**src/rtl/wm_scan_if.sv**
```systemverilog
// Handshake bundle between the scan controller, its shift selector and the candidate verifier.
interface wm_scan_if #(
    parameter int SHIFT_W = 8,
    parameter int ADDR_W  = 16
);
    logic               start;
    logic [ADDR_W-1:0]  text_len;
    logic               win_req;
    logic [ADDR_W-1:0]  win_addr;
    logic               shift_valid;
    logic [SHIFT_W-1:0] shift_in;
    logic               match_req;
    logic [ADDR_W-1:0]  match_addr;
    logic               match_ack;
    logic [ADDR_W-1:0]  match_count;
    logic               busy;
    logic               done;

    modport master (
        input  start, text_len, shift_valid, shift_in, match_ack,
        output win_req, win_addr, match_req, match_addr, match_count, busy, done
    );

    modport slave (
        output start, text_len, shift_valid, shift_in, match_ack,
        input  win_req, win_addr, match_req, match_addr, match_count, busy, done
    );
endinterface

```
**src/rtl/wm_scan_controller.sv**
```systemverilog
// Wu-Manber style window scanner: walks the text by looked-up minimum shifts and
// hands zero-shift windows to an external verifier.
//
// state      | meaning
// IDLE       | waiting for start
// REQ        | issue a shift lookup for the window ending at pos
// WAIT_SHIFT | waiting for the selector's shift value
// VERIFY     | candidate match outstanding until the verifier acknowledges
// DONE       | one-cycle completion pulse, then back to IDLE
module wm_scan_controller #(
    parameter int SHIFT_W = 8,
    parameter int ADDR_W  = 16,
    parameter int MIN_LEN = 8
) (
    input  logic      clk,
    input  logic      rst,
    wm_scan_if.master bus
);
    localparam logic [2:0] S_IDLE       = 3'd0;
    localparam logic [2:0] S_REQ        = 3'd1;
    localparam logic [2:0] S_WAIT_SHIFT = 3'd2;
    localparam logic [2:0] S_VERIFY     = 3'd3;
    localparam logic [2:0] S_DONE       = 3'd4;

    // Wide enough that pos+shift never wraps, so an overshoot always ends the scan.
    localparam int SUM_W = ((SHIFT_W > ADDR_W) ? SHIFT_W : ADDR_W) + 1;

    localparam logic [ADDR_W-1:0] FIRST_POS = ADDR_W'(MIN_LEN - 1);
    localparam logic [ADDR_W-1:0] COUNT_MAX = '1;

    logic [2:0]        state, state_nx;
    logic [ADDR_W-1:0] pos;
    logic [ADDR_W-1:0] len;
    logic [SUM_W-1:0]  shift_sum;
    logic [SUM_W-1:0]  step_sum;
    logic [SUM_W-1:0]  len_w;

    assign shift_sum = SUM_W'(pos) + SUM_W'(bus.shift_in);
    assign step_sum  = SUM_W'(pos) + SUM_W'(1);
    assign len_w     = SUM_W'(len);

    always_comb begin
        state_nx = state;
        case (state)
            S_IDLE: begin
                if (bus.start)
                    state_nx = (bus.text_len <= FIRST_POS) ? S_DONE : S_REQ;
            end
            S_REQ: state_nx = S_WAIT_SHIFT;
            S_WAIT_SHIFT: begin
                if (bus.shift_valid) begin
                    if (bus.shift_in == '0)
                        state_nx = S_VERIFY;
                    else
                        state_nx = (shift_sum < len_w) ? S_REQ : S_DONE;
                end
            end
            S_VERIFY: begin
                if (bus.match_ack)
                    state_nx = (step_sum < len_w) ? S_REQ : S_DONE;
            end
            S_DONE:  state_nx = S_IDLE;
            default: state_nx = S_IDLE;
        endcase
    end

    always_ff @(posedge clk) begin
        if (rst) begin
            state           <= S_IDLE;
            pos             <= '0;
            len             <= '0;
            bus.win_req     <= 1'b0;
            bus.win_addr    <= '0;
            bus.match_req   <= 1'b0;
            bus.match_addr  <= '0;
            bus.match_count <= '0;
            bus.busy        <= 1'b0;
            bus.done        <= 1'b0;
        end else begin
            state       <= state_nx;
            bus.busy    <= (state_nx != S_IDLE);
            bus.win_req <= (state == S_REQ);
            bus.done    <= (state == S_DONE);
            case (state)
                S_IDLE: begin
                    if (bus.start) begin
                        len             <= bus.text_len;
                        pos             <= FIRST_POS;
                        bus.match_count <= '0;
                    end
                end
                S_REQ: bus.win_addr <= pos;
                S_WAIT_SHIFT: begin
                    if (bus.shift_valid) begin
                        if (bus.shift_in == '0) begin
                            bus.match_req  <= 1'b1;
                            bus.match_addr <= pos - FIRST_POS;
                            if (bus.match_count != COUNT_MAX)
                                bus.match_count <= bus.match_count + 1'b1;
                        end else begin
                            pos <= shift_sum[ADDR_W-1:0];
                        end
                    end
                end
                S_VERIFY: begin
                    if (bus.match_ack) begin
                        bus.match_req <= 1'b0;
                        pos           <= step_sum[ADDR_W-1:0];
                    end
                end
                default: ;
            endcase
        end
    end
endmodule
```
**src/flat_wrapper.sv**
```systemverilog
// flat-port wrapper written by rule: the top's interface ports become plain ports
module wm_scan_controller_flat 
#(
    parameter int SHIFT_W = 8,
    parameter int ADDR_W  = 16,
    parameter int MIN_LEN = 8
)
  (clk, rst, bus_start, bus_text_len, bus_shift_valid, bus_shift_in, bus_match_ack, bus_win_req, bus_win_addr, bus_match_req, bus_match_addr, bus_match_count, bus_busy, bus_done);
  wm_scan_if #(.SHIFT_W(SHIFT_W), .ADDR_W(ADDR_W)) bus_i ();
  input  logic clk;
  input  logic rst;
  input wire logic [$bits(bus_i.start)-1:0] bus_start;
  input wire logic [$bits(bus_i.text_len)-1:0] bus_text_len;
  input wire logic [$bits(bus_i.shift_valid)-1:0] bus_shift_valid;
  input wire logic [$bits(bus_i.shift_in)-1:0] bus_shift_in;
  input wire logic [$bits(bus_i.match_ack)-1:0] bus_match_ack;
  output wire logic [$bits(bus_i.win_req)-1:0] bus_win_req;
  output wire logic [$bits(bus_i.win_addr)-1:0] bus_win_addr;
  output wire logic [$bits(bus_i.match_req)-1:0] bus_match_req;
  output wire logic [$bits(bus_i.match_addr)-1:0] bus_match_addr;
  output wire logic [$bits(bus_i.match_count)-1:0] bus_match_count;
  output wire logic [$bits(bus_i.busy)-1:0] bus_busy;
  output wire logic [$bits(bus_i.done)-1:0] bus_done;
  assign bus_i.start = bus_start;
  assign bus_i.text_len = bus_text_len;
  assign bus_i.shift_valid = bus_shift_valid;
  assign bus_i.shift_in = bus_shift_in;
  assign bus_i.match_ack = bus_match_ack;
  assign bus_win_req = bus_i.win_req;
  assign bus_win_addr = bus_i.win_addr;
  assign bus_match_req = bus_i.match_req;
  assign bus_match_addr = bus_i.match_addr;
  assign bus_match_count = bus_i.match_count;
  assign bus_busy = bus_i.busy;
  assign bus_done = bus_i.done;
  wm_scan_controller #(.SHIFT_W(SHIFT_W), .ADDR_W(ADDR_W), .MIN_LEN(MIN_LEN)) u_core (.clk(clk), .rst(rst), .bus(bus_i));
endmodule
```
**config.mk**
```make
export PLATFORM = sky130hd
export DESIGN_NAME = wm_scan_controller_flat
export DESIGN_NICKNAME = d
export VERILOG_FILES = /design/src/rtl/wm_scan_if.sv /design/src/rtl/wm_scan_controller.sv /design/src/flat_wrapper.sv
export SDC_FILE = /design/constraint.sdc
export NUM_CORES = 1
export LEC_CHECK = 0
export ABC_AREA = 1
export CORE_MARGIN = 2
export CORE_UTILIZATION = 59
export CTS_CLUSTER_SIZE = 20
export DETAILED_ROUTE_END_ITERATION = 16
export PLACE_DENSITY = 0.86
export SLEW_MARGIN = 40
export SYNTH_ARGS = -nofsm -noshare
export SYNTH_HDL_FRONTEND = slang
export SYNTH_SLANG_ARGS = --single-unit
```
**constraint.sdc**
```tcl
create_clock -name clk -period 9.35 [get_ports clk]
set_input_delay 2.805 -clock clk [delete_from_list [all_inputs] [get_ports clk]]
set_output_delay 2.805 -clock clk [all_outputs]
set_load 0.05 [all_outputs]
```
==> run_results.csv <==
group,metric,value,unit
place,pre_cts_ws,3.18,ns
yosys,synthCells,746,
place,io_buffers,80,
cells_and_area,diodes,0,
worst_setup_path,path_cells,"clkdlybuf4s50_1, ha_1, inv_1, fa_1, inv_1, nand3_1, nand2_1, nand2_1, nand2_1, nand3_1, nor2_1, xor2_1, ha_1, nand2_1, nor2_1, a211oi_1, nor2_1, nor2_1, nand3_1, nand2_1, nand2_1, nand3_1, nand2_1, inv_1",
min_path,hp-class,"flip-flop to flip-flop",
power_and_ir_drop,power.internal,577,µW
power_and_ir_drop,p_sw_share,36.0,%
power_and_ir_drop,combPwrFrac,27.1,%
clocking,clock-sinks,87,
detailed_routing,routed_wl,14600,µm
timing,worst_slack,3.49,ns
detailed_routing,first_iter_violations,299,
yosys,netlist_top_cells_area,"dfxtp_1 32%, nand2_1 9.9%, ha_1 9.3%, a21oi_1 7.4%, inv_1 5.0%",
timing,finalHoldViolCount,0,
global_route,grt_start_max_net_pins,41,
die,die_w,99.5,µm
cells_and_area,final_util,72.8,%
worst_setup_path,worstPathMaxFanout,3,
place,dp_hpwl,11000,µm
job,maxCapViolCount,0,
min_path,whs_path_depth,2,
worst_setup_path,reg2reg_to,"u_core.state[0]",
detailed_routing,vias,5353,
yosys,synth_edf_count,0,
global_route,antenna_found_initial,0,
timing,fin_crit,5.86,ns
clocking,clk_latency,0.37,ns
yosys,synthFlopType,"dfxtp_1",
yosys,synth_fp_nets,816,
global_route,grt_use_total,29.9,%
outcome,outcome,"completed",
min_path,holdPathEnd,"u_core.bus.win_addr[14]",
clocking,postCtsSetupBuffers,0,
global_route,grt_overflow,0,
place,gp_congestion,0.947,
worst_setup_path,rrSetupSlack,5.80,ns
clocking,cts_tree,"yes",
clocking,cts_root_buffer,"clkbuf_8",
timing,slew_headroom,53.0,%
worst_setup_path,path_common_cell,"nand2_1",
timing,fin_crit_sh,62.7,%
die,rows,34,
clocking,ctsHoldBuffers,0,
worst_setup_path,cp-end-kind,"flip-flop",
worst_setup_path,cp_data_required_time,9.66,ns
worst_setup_path,rr_startpoint,"u_core.pos[0]",
power_and_ir_drop,p_per_area,141,mW/mm²
timing,tightest_slew,0.704,ns
yosys,yosysTopAreaCell,"dfxtp_1",
cells_and_area,final_common_cell,"nand2_1",
worst_setup_path,crit_slowest_cell,"clkdlybuf4s50_1",
worst_setup_path,reg2regPathDepth,23,
timing,setup_tns,0,ns
clocking,cts-buffers-inserted,9,
global_route,grt_pass1_wl,24000,µm
power_and_ir_drop,p_seq_share,45.1,%
detailed_routing,ant_nets,0,
die,design.portCount,81,
yosys,synth_top_area_share,32.4,%
global_route,grt_pass1_vias,5298,
clocking,clockBufferDepth,2,
detailed_routing,drcViolationCount,0,
timing,finalSetupViolations,0,
yosys,synth.avg_cell_area,7.21,µm²
yosys,ys_warn_count,0,
timing,fmaxAchievable,171,MHz
worst_setup_path,max_stage_delay,0.49,ns
power_and_ir_drop,p_clk_share,27.8,%
detailed_routing,wl_per_cell,15.8,µm
worst_setup_path,start_kind,"primary input",
cells_and_area,area_growth,18.7,%
min_path,hp-start,"u_core.bus.win_addr[14]",
timing,rsz0062_at_grt,"false",
yosys,syn-cell-area,0.00538,mm²
power_and_ir_drop,p_leak,0.00261,µW
cells_and_area,drive_gt1_share,8.71,%
yosys,ys_seq_elements,87,
timing,fin_skew,0.0146,ns
die,initial_core_util,61.4,%
die,fp.dieH,99.5,µm
power_and_ir_drop,vdd_drop_max,0.0000827,V
detailed_routing,via_per_inst,5.80,
clocking,clk_pin_slew,0.09,ns
yosys,async_reset_ff_share,0,%
detailed_routing,drt_pass1_iterations,5,
die,core_area,0.00876,mm²
yosys,ys_seq_area_share,32.4,%
clocking,cts_resized,0,
worst_setup_path,crit_arrival,6.17,ns
clocking,h-tree-depth,3,
cells_and_area,final_cell_mix,"141 x nand2_1, 87 x dfxtp_1, 80 x a21oi_1, 80 x clkdlybuf4s50_1, 71 x inv_1",
worst_setup_path,crit_type,"primary input to flip-flop",
power_and_ir_drop,p_sw,325,µW
cells_and_area,nets,880,
yosys,synth.distinct_cells,48,
power_and_ir_drop,p_total,902,µW
timing,slew_viol_final,0,
die,dieArea,0.00990,mm²
## cell usage after synthesis, types with 2 or more instances
library cell / number
nand3_4: 2
o21ai_1: 7
nor2_8: 3
nor3_1: 12
o22ai_1: 4
nand3_2: 4
nand3b_1: 2
a211oi_1: 5
dfxtp_1: 87
nand2_1: 142
a21oi_1: 80
clkbuf_1: 14
inv_1: 72
o21a_1: 2
buf_1: 5
xor2_1: 23
nor2_1: 61
a31oi_1: 8
ha_1: 40
nor2_2: 8
nor4_1: 2
a211oi_2: 2
xnor2_1: 5
nand4_1: 10
inv_2: 12
o211ai_1: 3
o21ai_0: 50
or2_2: 2
nand2_4: 2
nand3_1: 43
buf_2: 7
buf_4: 2
nor3_2: 4
nand2_2: 4
nor2_4: 4
## worst max-delay path: cells and delay by family
family          cells  cell delay, ns
fa+ha+maj           3            0.88
buf+inv             4            0.70
xor+xnor            1            0.21
simple gates       15            1.37
compound gates      1            0.19
## metrics by stage
stage          hold slack, ns  instances  area [µm²]
2_1_floorplan           0.445        746        5380
3_3_place_gp            0.437        907        6200
3_5_place_dp            0.455        907        6200
4_1_cts                 0.469        923        6380
5_1_grt                 0.494        923        6380
6_report                0.465        923        6380
## final cells by class
class	count	area, µm²
Clock buffer	10	128
Clock inverter	6	51.3
Fill cell	715	2380
Inverter	85	324
Multi-Input combinational cell	546	3190
Sequential cell	87	1740
Tap cell	108	135
Timing Repair Buffer	81	808
## how the worst max path moves through the flow
stage,startpoint,end,slack [ns],cells past startpoint
finish,bus_shift_in[0],u_core.state[0],3.49,24
global route,bus_shift_in[0],u_core.state[0],3.25,24
CTS,bus_shift_in[0],u_core.state[0],3.54,24
detailed placement,bus_shift_in[0],u_core.state[0],3.18,24
global placement,bus_shift_in[0],u_core.state[0],3.31,25
floorplan,bus_shift_in[0],u_core.state[0],4.04,24
## layer usage
layer  track usage [%]  share of wire (%)  vias to the layer above
met4              11.6                2.3                        0
met5                 0                  0                        -
met1              34.5                 41                     2498
li1                  -                  -                     2611
met2              54.2                 51                      211
met3              6.11                6.4                       33
## state kept, by name, summed over array words and instances, names as in the netlist
name / cells
u_core.bus.match_addr: 16
u_core.bus.match_count: 16
u_core.bus.win_addr: 16
u_core.len: 16
u_core.pos: 16
u_core.state: 3
u_core.bus.busy: 1
u_core.bus.done: 1
u_core.bus.match_req: 1
u_core.bus.win_req: 1
## cells by family after synthesis
logic type	after synthesis	share of synthesized area (%)
buffers and inverters	113	8.28
AOI/OAI and AO/OA	170	17.5
DFF	87	32.4
and+or+nand+nor	306	27.3
adders and majority gates	41	9.68
xor gates and xnor gates	29	4.86
## power by group through the flow
| stage | Sequential [µW] | Combinational, µW | Clock (µW) |
|---|---|---|---|
| final | 407 | 245 | 250 |
| after global routing | 409 | 270 | 268 |
| after CTS | 406 | 241 | 250 |
| after detailed placement | 415 | 239 | 0 |
| after global placement | 414 | 227 | 0 |
| after floorplan | 417 | 169 | 0 |
(Power assumes the default switching activity.)
